File: config.mk
export PLATFORM = sky130hd
export DESIGN_NAME = remap_packer
export DESIGN_NICKNAME = d
export VERILOG_FILES = /design/src/rtl/remap_packer_pkg.sv /design/src/rtl/remap_packer_ctl.sv /design/src/rtl/remap_packer.sv
export SDC_FILE = /design/constraint.sdc
export NUM_CORES = 1
export LEC_CHECK = 0
export CAP_MARGIN = 20
export CORE_ASPECT_RATIO = 2
export CORE_MARGIN = 2
export CORE_UTILIZATION = 54
export DETAILED_ROUTE_END_ITERATION = 10
export PLACE_DENSITY = 0.81
export SYNTH_ARGS = -nofsm -noshare
export SYNTH_HDL_FRONTEND = slang
export SYNTH_HIERARCHICAL = 1
export SYNTH_SLANG_ARGS = --single-unit
export TNS_END_PERCENT = 100
File: constraint.sdc
create_clock -name clk -period 3.2 [get_ports clk]
set_input_delay 0.32 -clock clk [delete_from_list [all_inputs] [get_ports clk]]
set_output_delay 0.32 -clock clk [all_outputs]
set_load 0.03 [all_outputs]
File: src/rtl/remap_packer_pkg.sv
// Shared defaults and helpers for the remap packer: sample/word/counter widths,
// the flush control state type and a ceiling-log2 helper for port widths.
`ifndef M2_LENGTH
`define M2_LENGTH 12
`endif

package remap_packer_pkg;

    localparam int M2_LENGTH = `M2_LENGTH;
    localparam int OUT_W_DEF = 32;
    localparam int CNT_W_DEF = 16;

    typedef enum logic {
        FL_IDLE = 1'b0,
        FL_PEND = 1'b1
    } flush_state_t;

    // Smallest r with 2**r >= v; evaluated at elaboration for port widths.
    function automatic int clog2_ceil(input int v);
        int r;
        r = 0;
        for (int i = 0; i < 31; i++) begin
            if ((1 << i) < v) r = i + 1;
        end
        return r;
    endfunction

endpackage

File: src/rtl/remap_packer_ctl.sv
// Flush and output-slot control for the packer: gates input acceptance and
// decides the cycle on which a requested flush completes.
module remap_packer_ctl
    import remap_packer_pkg::*;
(
    input  logic clk,
    input  logic rst_n,
    input  logic flush,
    input  logic out_valid,
    input  logic out_ready,
    output logic in_ready,
    output logic flush_fire,
    output logic flush_done
);

    // state   | meaning
    // FL_IDLE | no flush outstanding; samples accepted whenever the slot is free
    // FL_PEND | flush requested; input stalled until the output slot frees

    flush_state_t state, state_next;
    logic         slot_free;

    always_comb begin
        slot_free  = !out_valid || out_ready;
        state_next = state;
        in_ready   = 1'b0;
        flush_fire = 1'b0;
        unique case (state)
            FL_IDLE: begin
                in_ready = slot_free;
                if (flush) state_next = FL_PEND;
            end
            FL_PEND: begin
                // A repeated flush here is absorbed by the one already pending.
                if (slot_free) begin
                    flush_fire = 1'b1;
                    state_next = FL_IDLE;
                end
            end
        endcase
    end

    always_ff @(posedge clk or negedge rst_n) begin
        if (!rst_n) begin
            state      <= FL_IDLE;
            flush_done <= 1'b0;
        end else begin
            state      <= state_next;
            flush_done <= flush_fire;
        end
    end

endmodule

File: src/rtl/remap_packer.sv
// Packs remapped samples LSB-first into OUT_W-bit words with valid/ready output,
// zero-padded flush of the partial word and saturating status counters.
module remap_packer
    import remap_packer_pkg::*;
#(
    parameter int IN_W  = M2_LENGTH,
    parameter int OUT_W = OUT_W_DEF,
    parameter int CNT_W = CNT_W_DEF
) (
    input  logic                               clk,
    input  logic                               rst_n,
    input  logic                               in_valid,
    output logic                               in_ready,
    input  logic [IN_W-1:0]                    in_data,
    input  logic                               flush,
    output logic                               out_valid,
    input  logic                               out_ready,
    output logic [OUT_W-1:0]                   out_word,
    output logic [clog2_ceil(OUT_W+1)-1:0]     out_bits,
    output logic                               out_last,
    output logic                               flush_done,
    output logic [CNT_W-1:0]                   word_cnt,
    output logic [CNT_W-1:0]                   sample_cnt
);

    localparam int BITS_W = clog2_ceil(OUT_W + 1);
    localparam int SUM_W  = BITS_W + 1;

    logic [OUT_W-1:0]   res;
    logic [BITS_W-1:0]  fill;
    logic [SUM_W-1:0]   sum;
    logic [2*OUT_W-1:0] merged;
    logic               accept;
    logic               full;
    logic               flush_fire;
    logic               load_part;

    remap_packer_ctl u_ctl (
        .clk        (clk),
        .rst_n      (rst_n),
        .flush      (flush),
        .out_valid  (out_valid),
        .out_ready  (out_ready),
        .in_ready   (in_ready),
        .flush_fire (flush_fire),
        .flush_done (flush_done)
    );

    // Double-width merge: low half is the candidate word, high half the carry-over.
    assign merged    = {{OUT_W{1'b0}}, res} | ({{(2*OUT_W-IN_W){1'b0}}, in_data} << fill);
    assign sum       = {1'b0, fill} + SUM_W'(IN_W);
    assign full      = sum >= SUM_W'(OUT_W);
    assign accept    = in_valid && in_ready;
    assign load_part = flush_fire && (fill != '0);

    always_ff @(posedge clk or negedge rst_n) begin
        if (!rst_n) begin
            res       <= '0;
            fill      <= '0;
            out_valid <= 1'b0;
            out_word  <= '0;
            out_bits  <= '0;
            out_last  <= 1'b0;
        end else begin
            if (accept && full) begin
                out_word  <= merged[OUT_W-1:0];
                out_bits  <= BITS_W'(OUT_W);
                out_last  <= 1'b0;
                out_valid <= 1'b1;
                res       <= merged[2*OUT_W-1:OUT_W];
                fill      <= BITS_W'(sum - SUM_W'(OUT_W));
            end else if (accept) begin
                res  <= merged[OUT_W-1:0];
                fill <= sum[BITS_W-1:0];
                if (out_ready) out_valid <= 1'b0;
            end else if (load_part) begin
                out_word  <= res;
                out_bits  <= fill;
                out_last  <= 1'b1;
                out_valid <= 1'b1;
                res       <= '0;
                fill      <= '0;
            end else if (out_ready) begin
                out_valid <= 1'b0;
            end
        end
    end

    always_ff @(posedge clk or negedge rst_n) begin
        if (!rst_n) begin
            sample_cnt <= '0;
            word_cnt   <= '0;
        end else begin
            if (accept && (sample_cnt != '1)) sample_cnt <= sample_cnt + CNT_W'(1);
            if (out_valid && out_ready && (word_cnt != '1)) word_cnt <= word_cnt + CNT_W'(1);
        end
    end

endmodule

==> reports/metrics.cfg, run 1 <==
[sta]
fin_setup_tns_ps = 0
max_slew.worst_pin.slew_ps = 1056
period_share_pct = 81.11
slew_viol_final = 0
hold_violations = 9
clock.fmax_ghz = 0.3853
hold_slack_ps = -12.82
finClkSkew_ps = 7.379
rsz0062_at_grt = no
min_period_ps = 2595
setup_ws_ps = 604.6
max_slew_margin_pct = 29.28
finalSetupViolCount = 0

[route]
wl_per_cell_um = 19.64
ant_nets = 0
drtIter0Drc = 413
routed_wl_um = 14160
vias = 4435
drtPass1Iterations = 5
drcViolationCount = 0
via_per_inst = 6.151

[global_route]
global_route.usage.total_pct = 27.12
grt_max_degree = 63
grt_pass1_vias = 4536
antenna_found_initial = 0
grt_pass1_wl_um = 22670
grt-ovfl-total = 0

[placed_design]
port_buffers = 90
placed_cell_area_um2 = 6460
dp_hpwl_um = 10340
place.gp.congestion = 0.9375
preCtsSetupSlack_ps = 259.0

[power]
p_per_area_nw_per_um2 = 906.7
leakage_uw = 0.002931
ir_drop_v = 0.0005224
p_total_uw = 6117

[yosys]
synth_fp_nets = 523
synthCells = 502
ys_types = 67
seq_area_frac_synth_pct = 50.05
synth_flop_cell = dfrtp_1
synth_top_cell_by_area = dfrtp_1
ys_ff_latch = 109
synth.area.top_cells = dfrtp_1 50%, o2bb2ai_1 5.0%, mux2_2 5.0%, nand3_1 2.6%, xnor2_1 2.2%
synthArstFlopShare_pct = 100.0
avgSynthCellArea_um2 = 10.86
synth_area_um2 = 5450
ys.warnings.count = 6
synth_top_area_share_pct = 50.05
synth_edf_count = 0

[floorplan]
start_util_pct = 55.82
rows = 51
die_y_um = 146.1
die_w_um = 75.04
pin_count = 91
die_area_um2 = 10960
design.core.area_um2 = 9763

[layout]
num_antenna_cells = 0
post-route-cell-area_um2 = 6746
nets = 605
final_common_cell = dfrtp_1
area_delta_synth_final_pct = 23.78
final_cell_mix = 109 x dfrtp_1, 89 x clkdlybuf4s50_1, 31 x o2bb2ai_1
drive_above_1_share_pct = 11.21

[critical_path]
crit_required_ps = 3440
crit_chain = clkdlybuf4s50_1 -> nor2b_4 -> nor2_1 -> nand2_2 -> o211a_1 -> nor2_4 -> buf_12 -> mux2_2
worst-path-max-fanout = 45
crit_arrival_ps = 2830
crit_family = simple AND/OR/NAND/NOR gates
endpoint_kind = register
path_buf_inv = 2
max_stage_delay_ps = 600
crit_slowest_cell = clkdlybuf4s50_1
critPathKind = primary input to register
cp-start-kind = primary input

[clock_tree]
clock_sinks = 109
root_buffer = clkbuf_16
cts_resized = 0
cts_tree = yes
cts-hold-fix-buffers = 0
clkSlewWorstSetupHoldPaths_ps = 70
clockBufferDepth = 2
cts_made_buffers = 9
insertion_delay_ps = 350
post_cts_buffers = 0
htreeDepth = 3

[min_path]
hold_path_class = primary input to async pin

[outcome]
outcome = complete, but fails checks
violations = negative hold slack

[run]
maxCapViolCount = 0

-- sequential cells by signal, summed over array words and instances, names as in the netlist --
signal            flops
sample_cnt           16
u_ctl/flush_done      1
word_cnt             16
out_last              1
out_word             32
u_ctl/state           1
res                  32
fill                  4
out_bits              5
out_valid             1
-- area by class of cell --
type | count | area [um2]
clock buffers | 13 | 240.2
clock inverters | 3 | 46.29
fillers | 746 | 3017
inverters | 8 | 30.03
multi-input cells | 355 | 2531
flip-flops and latches | 109 | 2728
well taps | 132 | 165.2
repair buffers | 101 | 1006
-- worst reg2reg max path: cells and delay by family, from the launching register on --
kind	cells	cell delay, ps
flip-flops	1	450
buffers and inverters	1	230
AO/OA/AOI/OAI	1	360
AND/OR/NAND/NOR	4	1020
multiplexers	1	390
-- cells in the mapped netlist, types with 4 or more instances --
library cell and count:
mux2_2 24, nor3_1 13, a21oi_1 17, mux2i_1 8, dfrtp_1 109, nor2_1 30
buf_4 4, and2_1 6, and4_1 7, xor2_1 9, and3_1 8, nor2b_1 10
a22oi_1 4, a221oi_1 5, xnor2_1 14, inv_1 7, clkbuf_1 10, o2bb2ai_1 31
a21o_1 7, ha_1 4, buf_1 4, o21a_1 4, o21ai_0 22, nand4_1 12
a221o_1 4, a22o_1 10, buf_2 9, nand3_1 28, nand2_1 28
-- through the flow --
stage                     util (%)  cells
final                        69.10    721
after detailed placement     66.17    705
after global placement       66.17    705
after global routing         69.10    721
after CTS                    69.10    721
after floorplan                  -    502
-- logic make-up after synthesis --
logic type      share of synthesized area, %
simple gates                           17.72
mux                                    6.979
fa+ha+maj                             0.9183
compound gates                         17.13
buf+inv                                3.512
flops                                  50.05
xor+xnor                               3.696
-- power breakdown --
| part | leakage (uW) | internal (uW) | switching [uW] | total [uW] |
|---|---|---|---|---|
| clock network | 0.000134 | 610 | 485 | 1090 |
| logic | 0.00136 | 1180 | 1640 | 2820 |
| registers | 0.00144 | 1830 | 372 | 2210 |
| total | 0.00293 | 3620 | 2490 | 6120 |
-- layer usage --
metal,share of wire (%),track usage (%),vias up
li1,-,-,2031
met1,37,30.74,2208
met2,55,46.27,154
met3,4.2,5.452,42
met4,3.7,13.93,0
met5,0,0,-
-- path summary, 6_finish.rpt --
kind                                startpoint                    endpoint  slack, ps  depth (start not counted)
setup / recovery                     out_ready    out_word[18]$_DFFE_PN0P_        600                          8
hold / removal                           rst_n  sample_cnt[15]$_DFFE_PN0P_        -10                          1
setup reg to reg           out_valid$_DFF_PN0_    out_word[18]$_DFFE_PN0P_        630                          7
hold reg to reg            res[10]$_DFFE_PN0P_         res[10]$_DFFE_PN0P_        490                          1
max in group asynchronous                rst_n    out_word[12]$_DFFE_PN0P_       2470                          2
min in group clk           res[10]$_DFFE_PN0P_         res[10]$_DFFE_PN0P_        490                          1
(Power assumes the default switching activity.)
==> inputs of run 2 (changes only) <==
clock period = 2.55 ns   (was 3.2 ns; I/O delays follow)
==> run 2 against run 1 <==
Against the previous run: clock skew increased by 2.2 ps; clock power increased by 21%; non-clock buffer count increased by 10; sequential share of layout area decreased by 0.50 points; the flow now finishes without violations; critical endpoint is now in_ready; routed wire length increased by 0.83%; first-iteration DRC count decreased by 10%.
==> reports/metrics.cfg, run 2 (synthesis gave the netlist of run 1 again) <==
[floorplan]
die_y_um = 146.1  ; unchanged
design.core.area_um2 = 9763  ; unchanged
die_w_um = 75.04  ; unchanged
rows = 51  ; unchanged
pin_count = 91  ; unchanged
die_area_um2 = 10960  ; unchanged
start_util_pct = 55.82  ; unchanged

[critical_path]
cp-start-kind = register
crit_arrival_ps = 1940  ; -890 ps
max_stage_delay_ps = 750  ; +150 ps
endpoint_kind = output port
path_buf_inv = 1  ; -1
worstRegToRegCells = 7  ; unchanged
worst-path-max-fanout = 6  ; -87%
r2r_setup_slack_ps = 390  ; -240 ps
timing.rr.end = out_word[4]$_DFFE_PN0P_
crit_slowest_cell = clkdlybuf4s50_1
timing.rr.start = fill[3]$_DFFE_PN0P_
critPathKind = register to output port
crit_required_ps = 2300  ; -1140 ps
crit_family = buffers and inverters
crit_path_start = out_valid$_DFF_PN0_
cp-endpoint = in_ready
cp_num_cells = 3  ; -5
crit_chain = nor2b_4 -> nor2_2 -> clkdlybuf4s50_1

[route]
drtIter0Drc = 371  ; -10%
drcViolationCount = 0  ; unchanged
vias = 4541  ; +2.4%
via_per_inst = 6.212  ; +0.99%
ant_nets = 0  ; unchanged
routed_wl_um = 14280  ; +0.83%
wl_per_cell_um = 19.53  ; -0.55%
drtPass1Iterations = 5  ; unchanged

[power]
ir_drop_v = 0.0007443  ; +42%
pwr-share-comb_pct = 46.9  ; +0.9 points
p_clk_share_pct = 17.2  ; -0.7 points
leakage_uw = 0.002993  ; +2.1%
p_seq_share_pct = 35.9  ; -0.2 points
p_per_area_nw_per_um2 = 1127  ; +24%
cell_internal_pwr_uw = 4510  ; +24%
p_switching_uw = 3186  ; +28%
sw_frac_of_total_pct = 41.40  ; +0.62 points

[sta]
slew_viol_final = 0  ; unchanged
max_slew.worst_pin.slew_ps = 638.2  ; -417.9 ps
min_period_ps = 2193
finClkSkew_ps = 9.617  ; +2.238 ps
fin_setup_tns_ps = 0  ; unchanged
clock.fmax_ghz = 0.4559
finalSetupViolCount = 0  ; unchanged
rsz0062_at_grt = no
hold_violations = 0  ; -9
period_share_pct = 86.02
max_slew_margin_pct = 57.17  ; +28 points

[global_route]
grt_max_degree = 46  ; -27%
antenna_found_initial = 0  ; unchanged
grt-ovfl-total = 0  ; unchanged
global_route.usage.total_pct = 27.63  ; +0.51 points
grt_pass1_vias = 4791  ; +5.6%
grt_pass1_wl_um = 23250  ; +2.5%

[run]
maxCapViolCount = 0  ; unchanged

[placed_design]
place.gp.congestion = 0.9505  ; +1.4%
placed_cell_area_um2 = 6543  ; +1.3%
port_buffers = 90  ; unchanged
dp_cells = 714  ; +1.3%
dp_hpwl_um = 10470  ; +1.2%

[clock_tree]
post_cts_buffers = 0  ; unchanged
cts_made_buffers = 9  ; unchanged
clkSlewWorstSetupHoldPaths_ps = 80  ; about the same
clockBufferDepth = 2  ; unchanged
insertion_delay_ps = 350  ; about the same
clock_sinks = 109  ; unchanged
root_buffer = clkbuf_16
htreeDepth = 3  ; unchanged
cts_tree = yes

[layout]
num_antenna_cells = 0  ; unchanged
fillers = 713  ; -4.4%
nets = 615  ; +1.7%
post-route-cell-area_um2 = 6832  ; +1.3%
final_common_cell = dfrtp_1
drive_above_1_share_pct = 13.36  ; +2.2 points
top_regs = out_word x32, res x32
area_delta_synth_final_pct = 25.34
final_cell_mix = 109 x dfrtp_1, 89 x clkdlybuf4s50_1, 31 x o2bb2ai_1
fin_cells = 731  ; +1.4%

[outcome]
outcome = complete, no violations

[min_path]
hold_path_class = primary input to async pin

run 2: changes by cell type in the layout (fill, tap and decap cells not counted):
cell,before,now
buf_4,10,18
clkbuf_1,4,0
inv_6,0,4
clkinv_2,0,2
buf_12,2,3
bufinv_16,1,0
clkinvlp_4,1,0
dlygate4sd3_1,0,1
nor2_1,30,29
nor2_2,0,1
run 2: layout make-up:
class / count / area (um2) / share of cell area (%)
clock buffers: 9 / 225.2 / 3.297
inverters: 8 / 30.03 / 0.4396
flip-flops and latches: 109 / 2728 / 39.93
multi-input cells: 355 / 2534 / 37.09
repair buffers: 111 / 1096 / 16.04
clock inverters: 7 / 53.80 / 0.7875
well taps: 132 / 165.2 / 2.418
run 2: worst min-delay path by stage:
stage | cells after the start | slack, ps | to | from
finish | 2 | 450 | out_word[26]$_DFFE_PN0P_ | rst_n
global route | 2 | 500 | out_last$_DFFE_PN0P_ | out_last$_DFFE_PN0P_
CTS | 2 | 470 | out_valid$_DFF_PN0_ | rst_n
detailed placement | 1 | 300 | sample_cnt[14]$_DFFE_PN0P_ | rst_n
global placement | 1 | 290 | sample_cnt[13]$_DFFE_PN0P_ | rst_n
floorplan | 0 | -40 | fill[2]$_DFFE_PN0P_ | rst_n
run 2: power groups by stage:
stage	Clock (uW)	Sequential, uW	Combinational, uW
final	1320	2760	3610
after global routing	1420	2820	3860
after CTS	1340	2760	3610
after global placement	0	2760	3490
after detailed placement	0	2770	3590
after floorplan	0	3330	1680
run 2: per-layer routing:
metal / GRT usage, % / up-vias / share of wire (%)
met4: 16.43 / 0 / 4.3
met3: 4.831 / 45 / 3.9
met5: 0 / - / 0
met1: 30.74 / 2280 / 37
met2: 47.06 / 168 / 55
li1: - / 2048 / -
run 2: per-stage QoR:
step | total power, uW | util (%) | setup slack [ps] | hold slack, ps
after floorplan | 5016 | - | 165.6 | -40.59
after global placement | 6254 | 67.01 | 204.6 | 285.5
after detailed placement | 6363 | 67.01 | 151.4 | 295.8
after CTS | 7707 | 69.97 | 360.9 | 470.3
after global routing | 8108 | 69.97 | 284.7 | 504.8
final | 7696 | 69.97 | 356.5 | 452.5
run 2: timing repair:
action	in CTS	in global routing
endpoints found under the hold margin	41	0
hold buffers	1	0
resized for setup	0	0
==> inputs of run 3 (changes only) <==
SLEW_MARGIN = 40   (was not set)
==> results of run 3 <==
Final layout, timing and power as in run 2 (identical DEF).
